File: src/rtl/de_muldiv_pkg.sv
// rtl/de_muldiv_pkg.sv - shared types and helpers for the DE-stage multiply/divide unit
package de_muldiv_pkg;

  localparam int DEFAULT_XLEN = 32;
  localparam int MAX_XLEN     = 64;

  // funct3 encoding of the M-extension ops
  typedef enum logic [2:0] {
    OP_MUL    = 3'd0,
    OP_MULH   = 3'd1,
    OP_MULHSU = 3'd2,
    OP_MULHU  = 3'd3,
    OP_DIV    = 3'd4,
    OP_DIVU   = 3'd5,
    OP_REM    = 3'd6,
    OP_REMU   = 3'd7
  } muldiv_op_e;

  typedef enum logic [1:0] {
    ST_IDLE = 2'd0,
    ST_CALC = 2'd1,
    ST_DONE = 2'd2
  } muldiv_state_e;

  // request as presented by the DE stage (sized for the widest XLEN)
  typedef struct packed {
    logic                valid;
    muldiv_op_e          op;
    logic [MAX_XLEN-1:0] rs1;
    logic [MAX_XLEN-1:0] rs2;
  } muldiv_req_t;

  // rs1 is treated as signed
  function automatic logic op_a_signed(input muldiv_op_e op);
    return (op == OP_MULH) || (op == OP_MULHSU) || (op == OP_DIV) || (op == OP_REM);
  endfunction

  // rs2 is treated as signed
  function automatic logic op_b_signed(input muldiv_op_e op);
    return (op == OP_MULH) || (op == OP_DIV) || (op == OP_REM);
  endfunction

  // result comes from the high half (product high or remainder)
  function automatic logic op_sel_hi(input muldiv_op_e op);
    return (op == OP_MULH) || (op == OP_MULHSU) || (op == OP_MULHU) ||
           (op == OP_REM)  || (op == OP_REMU);
  endfunction

endpackage

File: src/rtl/de_muldiv_step.sv
// rtl/de_muldiv_step.sv - one combinational shift-add / restoring shift-subtract iteration
module muldiv_step
  import de_muldiv_pkg::*;
#(
  parameter int XLEN = DEFAULT_XLEN
) (
  input  logic            i_is_div,
  input  logic [XLEN-1:0] i_hi,
  input  logic [XLEN-1:0] i_lo,
  input  logic [XLEN-1:0] i_opb,
  output logic [XLEN-1:0] o_hi,
  output logic [XLEN-1:0] o_lo
);

  // multiply: {hi,lo} holds partial product over remaining multiplier bits
  logic [XLEN:0] w_sum;
  // divide: {hi,lo} holds partial remainder and dividend/quotient bits
  logic [XLEN:0] w_shift;
  // remainder < divisor always, so the trial difference fits in XLEN+1 signed bits
  logic [XLEN:0] w_diff;
  logic          w_ge;

  assign w_sum   = {1'b0, i_hi} + (i_lo[0] ? {1'b0, i_opb} : '0);
  assign w_shift = {i_hi, i_lo[XLEN-1]};
  assign w_diff  = w_shift - {1'b0, i_opb};
  assign w_ge    = ~w_diff[XLEN];

  // pick the multiply or divide iteration
  always_comb begin
    if (i_is_div) begin
      o_hi = w_ge ? w_diff[XLEN-1:0] : w_shift[XLEN-1:0];
      o_lo = {i_lo[XLEN-2:0], w_ge};
    end else begin
      o_hi = w_sum[XLEN:1];
      o_lo = {w_sum[0], i_lo[XLEN-1:1]};
    end
  end

endmodule

File: src/rtl/de_muldiv.sv
// rtl/de_muldiv.sv - iterative M-extension multiply/divide unit stalling the DE stage
module de_muldiv
  import de_muldiv_pkg::*;
#(
  parameter int XLEN         = DEFAULT_XLEN,
  parameter int BITS_PER_CYC = 1
) (
  input  logic            clk,
  input  logic            rst,
  input  logic            req_valid,
  input  logic [2:0]      op,
  input  logic [XLEN-1:0] rs1,
  input  logic [XLEN-1:0] rs2,
  input  logic            flush,
  input  logic            pipe_adv,
  output logic            stall,
  output logic            res_valid,
  output logic [XLEN-1:0] result
);

  localparam int STEPS = XLEN / BITS_PER_CYC;
  localparam int CW    = $clog2(STEPS + 1);
  localparam logic [XLEN-1:0] MOST_NEG = {1'b1, {(XLEN-1){1'b0}}};

  muldiv_state_e   r_state;
  muldiv_state_e   w_next;
  logic [CW-1:0]   r_count;
  logic [XLEN-1:0] r_hi;
  logic [XLEN-1:0] r_lo;
  logic [XLEN-1:0] r_opb;
  muldiv_op_e      r_op;
  logic            r_neg_q;
  logic            r_neg_r;

  logic            w_stall;
  logic            w_res_valid;

  // request decode
  muldiv_op_e      w_op;
  logic            w_a_neg;
  logic            w_b_neg;
  logic [XLEN-1:0] w_mag_a;
  logic [XLEN-1:0] w_mag_b;
  logic            w_div_zero;
  logic            w_ovf;
  logic            w_special;

  assign w_op       = muldiv_op_e'(op);
  assign w_a_neg    = op_a_signed(w_op) & rs1[XLEN-1];
  assign w_b_neg    = op_b_signed(w_op) & rs2[XLEN-1];
  assign w_mag_a    = w_a_neg ? -rs1 : rs1;
  assign w_mag_b    = w_b_neg ? -rs2 : rs2;
  assign w_div_zero = w_op[2] & (rs2 == '0);
  assign w_ovf      = ((w_op == OP_DIV) || (w_op == OP_REM)) &&
                      (rs1 == MOST_NEG) && (rs2 == '1);
  assign w_special  = w_div_zero | w_ovf;

  // iteration chain, BITS_PER_CYC steps per cycle
  logic [BITS_PER_CYC:0][XLEN-1:0] w_hi;
  logic [BITS_PER_CYC:0][XLEN-1:0] w_lo;

  assign w_hi[0] = r_hi;
  assign w_lo[0] = r_lo;

  for (genvar gi = 0; gi < BITS_PER_CYC; gi++) begin : g_step
    muldiv_step #(.XLEN(XLEN)) u_step (
      .i_is_div (r_op[2]),
      .i_hi     (w_hi[gi]),
      .i_lo     (w_lo[gi]),
      .i_opb    (r_opb),
      .o_hi     (w_hi[gi+1]),
      .o_lo     (w_lo[gi+1])
    );
  end

  // sign correction applied on the last CALC cycle
  logic            w_last;
  logic [2*XLEN-1:0] w_prod;
  logic [2*XLEN-1:0] w_prod_fix;
  logic [XLEN-1:0] w_quo_fix;
  logic [XLEN-1:0] w_rem_fix;
  logic [XLEN-1:0] w_fin_hi;
  logic [XLEN-1:0] w_fin_lo;
  logic [XLEN-1:0] w_upd_hi;
  logic [XLEN-1:0] w_upd_lo;

  assign w_last     = (r_count == CW'(1));
  assign w_prod     = {w_hi[BITS_PER_CYC], w_lo[BITS_PER_CYC]};
  assign w_prod_fix = r_neg_q ? -w_prod : w_prod;
  assign w_quo_fix  = r_neg_q ? -w_lo[BITS_PER_CYC] : w_lo[BITS_PER_CYC];
  assign w_rem_fix  = r_neg_r ? -w_hi[BITS_PER_CYC] : w_hi[BITS_PER_CYC];
  assign w_fin_hi   = r_op[2] ? w_rem_fix : w_prod_fix[2*XLEN-1:XLEN];
  assign w_fin_lo   = r_op[2] ? w_quo_fix : w_prod_fix[XLEN-1:0];
  assign w_upd_hi   = w_last ? w_fin_hi : w_hi[BITS_PER_CYC];
  assign w_upd_lo   = w_last ? w_fin_lo : w_lo[BITS_PER_CYC];

  // state register
  always_ff @(posedge clk or negedge rst) begin
    if (!rst) r_state <= ST_IDLE;
    else      r_state <= w_next;
  end

  // next state and handshake outputs; flush overrides everything
  always_comb begin
    w_next      = r_state;
    w_stall     = 1'b0;
    w_res_valid = 1'b0;
    if (flush) begin
      w_next = ST_IDLE;
    end else begin
      case (r_state)
        ST_IDLE: begin
          if (req_valid) begin
            w_stall = 1'b1;
            w_next  = w_special ? ST_DONE : ST_CALC;
          end
        end
        ST_CALC: begin
          w_stall = 1'b1;
          if (w_last) w_next = ST_DONE;
        end
        ST_DONE: begin
          w_res_valid = 1'b1;
          if (pipe_adv) w_next = ST_IDLE;
        end
        default: w_next = ST_IDLE;
      endcase
    end
  end

  // operand latch, iteration and special-case results
  always_ff @(posedge clk or negedge rst) begin
    if (!rst) begin
      r_count <= '0;
      r_hi    <= '0;
      r_lo    <= '0;
      r_opb   <= '0;
      r_op    <= OP_MUL;
      r_neg_q <= 1'b0;
      r_neg_r <= 1'b0;
    end else if (flush) begin
      r_count <= '0;
    end else begin
      case (r_state)
        ST_IDLE: begin
          if (req_valid) begin
            r_op    <= w_op;
            r_opb   <= w_mag_b;
            r_neg_q <= w_a_neg ^ w_b_neg;
            r_neg_r <= w_a_neg;
            if (w_div_zero) begin
              r_hi    <= rs1;
              r_lo    <= '1;
              r_count <= '0;
            end else if (w_ovf) begin
              r_hi    <= '0;
              r_lo    <= rs1;
              r_count <= '0;
            end else begin
              r_hi    <= '0;
              r_lo    <= w_mag_a;
              r_count <= CW'(STEPS);
            end
          end
        end
        ST_CALC: begin
          r_hi    <= w_upd_hi;
          r_lo    <= w_upd_lo;
          r_count <= r_count - CW'(1);
        end
        default: ;
      endcase
    end
  end

  // outputs forced low while reset is asserted
  assign stall     = rst & w_stall;
  assign res_valid = rst & w_res_valid;
  assign result    = res_valid ? (op_sel_hi(r_op) ? r_hi : r_lo) : '0;

endmodule

File: config.mk
export PLATFORM = sky130hd
export DESIGN_NAME = de_muldiv
export DESIGN_NICKNAME = d
export VERILOG_FILES = /design/src/rtl/de_muldiv_pkg.sv /design/src/rtl/de_muldiv_step.sv /design/src/rtl/de_muldiv.sv
export SDC_FILE = /design/constraint.sdc
export NUM_CORES = 1
export LEC_CHECK = 0
export BUFFER_PORTS_ARGS = -buffer_cell sky130_fd_sc_hd__buf_4
export CAP_MARGIN = 20
export CORE_UTILIZATION = 55
export DETAILED_ROUTE_END_ITERATION = 7
export MAX_ROUTING_LAYER = met4
export PLACE_DENSITY = 0.74
export SYNTH_ARGS = -nofsm -noshare
export SYNTH_HDL_FRONTEND = slang
export SYNTH_SLANG_ARGS = --single-unit
File: constraint.sdc
create_clock -name clk -period 14.89 [get_ports clk]
set_input_delay 0.7445 -clock clk [delete_from_list [all_inputs] [get_ports clk]]
set_output_delay 0.7445 -clock clk [all_outputs]
set_load 0.1 [all_outputs]
# ---- Word level (Yosys, flattened, before mapping)
# Cells that the tools add are included.
dict set report word_totals {
  input_bits 72
  regBits 109
  out_inout_bits 34
  elab_cells 101
}
dict set report op_classes {
  bitwise_logic 9
  eq_ne 18
  reduce_logical 20
  n_mux 38
  n_addsub 8
}
# operator count
set ops {}
lappend ops {{32-bit 2-to-1 mux} 19}
lappend ops {{32-bit negation} 4}
lappend ops {{32-bit case mux with 2 select lines} 2}
lappend ops {{32-bit == test, second input constant} 2}
lappend ops {{64-bit 2-to-1 mux} 1}
lappend ops {{64-bit negation} 1}
lappend ops {{32-bit by 33-bit adder with 33-bit output} 1}
lappend ops {{33-bit by 32-bit subtractor with 33-bit output} 1}
lappend ops {{32-bit logical NOT} 1}
lappend ops {{6-bit 2-to-1 mux} 4}
lappend ops {{3-bit == test, second input constant} 4}
lappend ops {{6-bit case mux with 2 select lines} 1}
lappend ops {{1-bit logical OR} 10}
lappend ops {{2-bit 2-to-1 mux} 5}
lappend ops {{3-bit by 2-bit == test with 1-bit output, second input constant} 3}
lappend ops {{3-bit != test, second input constant} 3}
lappend ops {{3-bit AND reduction} 3}
lappend ops {{3-bit by 1-bit == test with 1-bit output, second input constant} 2}
lappend ops {{6-bit by 1-bit == test with 1-bit output, second input constant} 1}
lappend ops {{2-bit case mux with 3 select lines} 1}
lappend ops {{6-bit by 1-bit subtractor with 6-bit output, second input constant} 1}
lappend ops {{1-bit bitwise AND} 5}
lappend ops {{1-bit 2-to-1 mux} 4}
lappend ops {{3-bit nonzero test} 1}
lappend ops {{other kinds (11)} 13}

# ---- Depth between registers and ports, before layout
dict set report depth {
  word_depth 10
  depth_mapped 26
  ltp_nobuf 24
}

# ---- Cells and area by module
# From an unflattened synthesis, not the netlist that was laid out.
dict set report unflattened {
  cells_unflattened 1801
  hier_area_um2 13271.5
}
# module cells_per_inst area_per_inst_um2 seq_area_each_um2 n_inst
set modules_own_cells {}
lappend modules_own_cells {de_muldiv 1138 8680.8 2727.6 1}
lappend modules_own_cells {muldiv_step 663 4590.7 0.0 1}

# ---- Least setup slack after synthesis
# Ideal clock, no wire load.
dict set report synth_timing {
  path_kind {register to register}
  from {register r_lo[31]}
  to {register r_hi[16]}
  t_required_ns 14.764
  path_buffers 1
  period_less_slack_ns 5.208
  setup_time_ns 0.126
  t_arrival_ns 5.082
  stages_incl_launch_ff 26
  setup_slack_ns 9.682
  path_cell_list {dfrtp_1 inv_1 ha_1 inv_1 fa_1 a211oi_1 nor3_1 o211a_1 o21a_1 o211a_4 buf_6 nand2_1 a21boi_0 ha_1 o21ai_0 nor3_1 nand3_1 or3_1 or2_2 o21ai_0 nor2_1 nor4b_1 a21oi_1 xor2_1 a221oi_1 nor2_1}
}
dict set report synth_via {
  elab_chain_cells 8
  word_cells_on_any_way 12
  cone_classes {add/sub (3); mux (8); bitwise (1)}
}
# item line
set synth_lines {}
lappend synth_lines {{start: declaration} de_muldiv.sv:29} ;# logic [XLEN-1:0] r_lo;
lappend synth_lines {{start signal: assignment} de_muldiv.sv:157} ;# r_lo <= rs1;
lappend synth_lines {{start signal: assignment} de_muldiv.sv:161} ;# r_lo <= w_mag_a;
lappend synth_lines {{start signal: assignment} de_muldiv.sv:168} ;# r_lo <= w_upd_lo;
lappend synth_lines {{33-bit by 32-bit subtractor with 33-bit output} de_muldiv_step.sv:25} ;# assign w_diff = w_shift - {1'b0, i_opb};
lappend synth_lines {{32-bit 2-to-1 mux or 1-bit inverter (tied branches)} {de_muldiv_step.sv:31, de_muldiv_step.sv:26}}
lappend synth_lines {{32-bit 2-to-1 mux} de_muldiv_step.sv:30} ;# if (i_is_div) begin
lappend synth_lines {{64-bit negation or 32-bit negation (tied branches)} {de_muldiv.sv:89, de_muldiv.sv:91}}
lappend synth_lines {{64-bit 2-to-1 mux or 32-bit 2-to-1 mux (tied branches)} {de_muldiv.sv:89, de_muldiv.sv:91}}
lappend synth_lines {{32-bit 2-to-1 mux} de_muldiv.sv:92} ;# assign w_fin_hi = r_op[2] ? w_rem_fix : w_prod_fix[2*XLEN-1:XLEN];
lappend synth_lines {{32-bit 2-to-1 mux *} de_muldiv.sv:94} ;# assign w_upd_hi = w_last ? w_fin_hi : w_hi[BITS_PER_CYC];
lappend synth_lines {{32-bit case mux with 2 select lines *} de_muldiv.sv:144} ;# case (r_state)
lappend synth_lines {{end signal: assignment} de_muldiv.sv:152} ;# r_hi <= rs1;
lappend synth_lines {{end signal: assignment} de_muldiv.sv:167} ;# r_hi <= w_upd_hi;
lappend synth_lines {{end: declaration} de_muldiv.sv:28} ;# logic [XLEN-1:0] r_hi;
# Every way passes the cells marked *; elsewhere a longest branch is shown, timed or not.
# A chain may end at the register's enable or synchronous reset.

# ---- Worst setup path after layout
dict set report layout_timing {
  from {register r_lo[31]}
  to {register r_hi[20]}
}
# Same word-level chain as after synthesis.

==> results_dict.tcl <==
set metrics [dict create \
    cts_sinks 109 \
    cts_buffers 9 \
    track_usage 0.417 \
    met2WireLength_mm 22.9 \
    hpwl_mm 40.9 \
    synth.ff_latch_count 109 \
    ys_types 97 \
    drt-total-wl_mm 53.5 \
    power_leakage_nw 6.48 \
    nNetsFinal 2172 \
    synthCells 2002 \
    tightest_slew_ns 1.15 \
    fin_util 0.611 \
    grt_max_degree 92 \
    cts.path.max_buffers 2 \
    rows 58 \
    areaGrowthSynthToFinish_pct 8.83 \
    skew_ns 0.00897 \
    hold_viol_final 0 \
    ys_async_sr_fraction 1.00 \
    drc 0 \
    post_dp_cell_area_um2 15100 \
    grt_setup_unrepaired "no" \
    setup_violations 0 \
    status "complete, no violations" \
    die_x_um 163 \
    coreArea_um2 25300 \
    holdWs_ns 0.342 \
    initial_core_util 0.561 \
    endpoint_kind "flop" \
    internal_power_mw 1.05 \
    fillers 2407 \
    io_pins 106 \
    ant_nets 0 \
    grt-ovfl-total 0 \
    die_h_um 163 \
    synth_edf_count 0 \
    wl_met1_mm 23.1 \
    routabilityCongestion 1.04 \
    first_iter_violations 2144 \
    fin_area_um2 15400 \
    grt_pass1_vias 14200 \
    drive_gt1_frac 0.0960 \
    synth_nets 2147 \
    ctsRootBufferMaster "clkbuf_16" \
    netlist_area_um2 14200 \
    period_needed_ns 6.49 \
    vias 15800 \
    ys_seq_area_frac 0.192 \
    pwr-share-seq 0.213 \
    routed.top_layer "met4" \
    clk_latency_ns 0.37 \
    yosysTopAreaCellShare 0.192 \
    cp-start-kind "flop" \
    cp.arrival_ns 6.71 \
    portBuffers 105 \
    vias_per_cell 6.67 \
    reg2regPathDepth 24 \
    synth_top_cell_by_area "dfrtp_1" \
    ys.flop_type "dfrtp_1" \
    path_clk_slew_ns 0.09 \
    power_density_nw_per_um2 150 \
    cts_hold_buf 0 \
    antenna_found_initial 1 \
    fin_crit_sh 0.436 \
    max_slew_margin 0.233 \
    wl_met3_mm 5.13 \
    worstPathMaxFanout 38 \
    slew_viol_final 0 \
    die_area_um2 26400 \
    max_freq_mhz 154 \
    p_comb_frac 0.671 \
    cap_viol_max_count 0 \
    switching_share 0.548 \
    cts_tree "done" \
    avgSynthCellArea_um2 7.08 \
    ctsResizeCount 0 \
    yosysWarnings 0 \
    hold_path_class "in2async" \
    htreeDepth 3 \
    grt_pass1_wl_mm 82.5 \
    p_sw_mw 1.27 \
    wire_per_inst_um 22.6 \
    required_ns 15.11 \
    vdd_ir_drop_max_mv 0.0847 \
    post_cts_buffers 0 \
    dr.pass1.iters 5 \
    power.share.clock 0.116 \
    critPathKind "reg2reg" \
    yosys-top-cells-area "dfrtp_1 19%, nand2_1 7.4%, a21oi_1 6.7%" \
    finalSetupTns_ns 0 \
]
-- area by class of cell --
class | instances | area (um^2) | share of cell area
inverters | 72 | 270 | 0.0175
clock buffers | 10 | 239 | 0.0155
clock inverters | 6 | 67.6 | 0.00438
flip-flops and latches | 109 | 2730 | 0.177
repair buffers | 126 | 966 | 0.0626
diodes | 1 | 2.50 | 0.000162
multi-input cells | 1709 | 10700 | 0.696
well taps | 330 | 413 | 0.0268
-- per-stage QoR --
step / power, mW / std cells / setup slack [ns]
after floorplan: 1.58 / 2002 / 9.68
after global placement: 1.99 / 2345 / 8.74
after detailed placement: 2.00 / 2345 / 8.57
after CTS: 2.28 / 2361 / 8.52
after global routing: 2.47 / 2363 / 8.10
final: 2.32 / 2363 / 8.40
-- critical path, cell delays in order, from the launching register on --
cell and delay [ns]:
dfrtp_1 0.44, inv_1 0.09, ha_1 0.20, inv_1 0.07, fa_1 0.42, a211oi_1 0.34, nor3_1 0.16, o211a_1 0.33
o21a_1 0.25, o211a_4 0.45, nand2_1 0.31, a21boi_0 0.30, ha_1 0.21, o21ai_0 0.16, nor3_1 0.37, nand3_1 0.13
or3_1 0.38, nor4_1 0.26, o21ai_0 0.21, nand4b_1 0.28, a21oi_1 0.34, a41oi_1 0.19, xor2_1 0.19, a22oi_1 0.13
o21ai_0 0.09
-- state kept, by name, indices dropped and copies added, names as in the netlist --
register / flops
r_opb: 32
r_neg_q: 1
r_count: 6
r_op: 3
r_state: 2
r_neg_r: 1
r_hi: 32
r_lo: 32
-- synthesized netlist by cell type, types with 42 or more instances --
cell type	number
ha_1	71
nand2_1	278
nor2_1	177
o21ai_0	168
mux2i_1	42
clkbuf_1	79
dfrtp_1	109
and2_1	49
xor2_1	99
nor3_1	63
xnor2_1	66
a21oi_1	189
inv_1	72
-- path summary, 6_finish.rpt --
| path | from | endpoint | slack [ns] |
|---|---|---|---|
| max in group asynchronous | rst | r_hi[24]$_DFFE_PN0P_ | 13.41 |
| setup / recovery | r_lo[31]$_DFFE_PN0P_ | r_hi[20]$_DFFE_PN0P_ | 8.40 |
| hold / removal | rst | r_opb[6]$_DFFE_PN0P_ | 0.34 |
| setup reg to reg | r_lo[31]$_DFFE_PN0P_ | r_hi[20]$_DFFE_PN0P_ | 8.40 |
| hold reg to reg | r_count[4]$_DFFE_PN0P_ | r_count[4]$_DFFE_PN0P_ | 0.49 |
| min in group clk | r_count[4]$_DFFE_PN0P_ | r_count[4]$_DFFE_PN0P_ | 0.49 |
-- per-layer routing --
| metal | vias to the layer above | track usage |
|---|---|---|
| li1 | 7335 | - |
| met5 | - | - |
| met4 | 0 | 0.193 |
| met2 | 829 | 0.604 |
| met3 | 131 | 0.0682 |
| met1 | 7459 | 0.565 |
-- cell families (layout without fill, tap and decap cells) --
kind of cell             after synthesis  in the layout  synth area share
AO/OA/AOI/OAI                        653            653             0.294
XOR/XNOR                             165            165             0.102
adder cells (fa/ha/maj)               73             73            0.0655
buffers and inverters                184            214            0.0520
flip-flops                           109            109             0.192
multiplexers                          47             47            0.0336
other                                  0              1                 0
AND/OR/NAND/NOR                      771            771             0.261
-- layout by cell type, fill, tap and decap left out, types with 11 or more instances in the layout --
master / synthesis / layout
a21o_1: 24 / 24
nand2b_1: 23 / 23
nor4_1: 16 / 16
nand2_1: 278 / 277
buf_4: 1 / 125
nand3_1: 22 / 22
and2_1: 49 / 49
a221oi_1: 18 / 18
or3_1: 30 / 29
o211ai_1: 19 / 19
nand4_1: 25 / 25
or4_1: 11 / 11
o31ai_1: 16 / 16
o21a_1: 18 / 18
o21ai_0: 168 / 168
or2_2: 12 / 12
mux2i_1: 42 / 42
nor2_1: 177 / 176
xor2_1: 99 / 99
ha_1: 71 / 71
xnor2_1: 66 / 66
a21oi_1: 189 / 188
dfrtp_1: 109 / 108
a211oi_1: 20 / 20
and3_1: 13 / 13
o22ai_1: 34 / 34
a31oi_1: 31 / 31
nor3_1: 63 / 62
inv_1: 72 / 72
-- power groups by stage --
stage	Combinational [mW]	Sequential, mW	Clock, mW
finish	1.55	0.495	0.269
global route	1.69	0.501	0.281
CTS	1.52	0.490	0.271
detailed placement	1.51	0.495	0
floorplan	1.15	0.423	0
global placement	1.49	0.493	0
No activity file was read; power rests on OpenSTA's default activity.
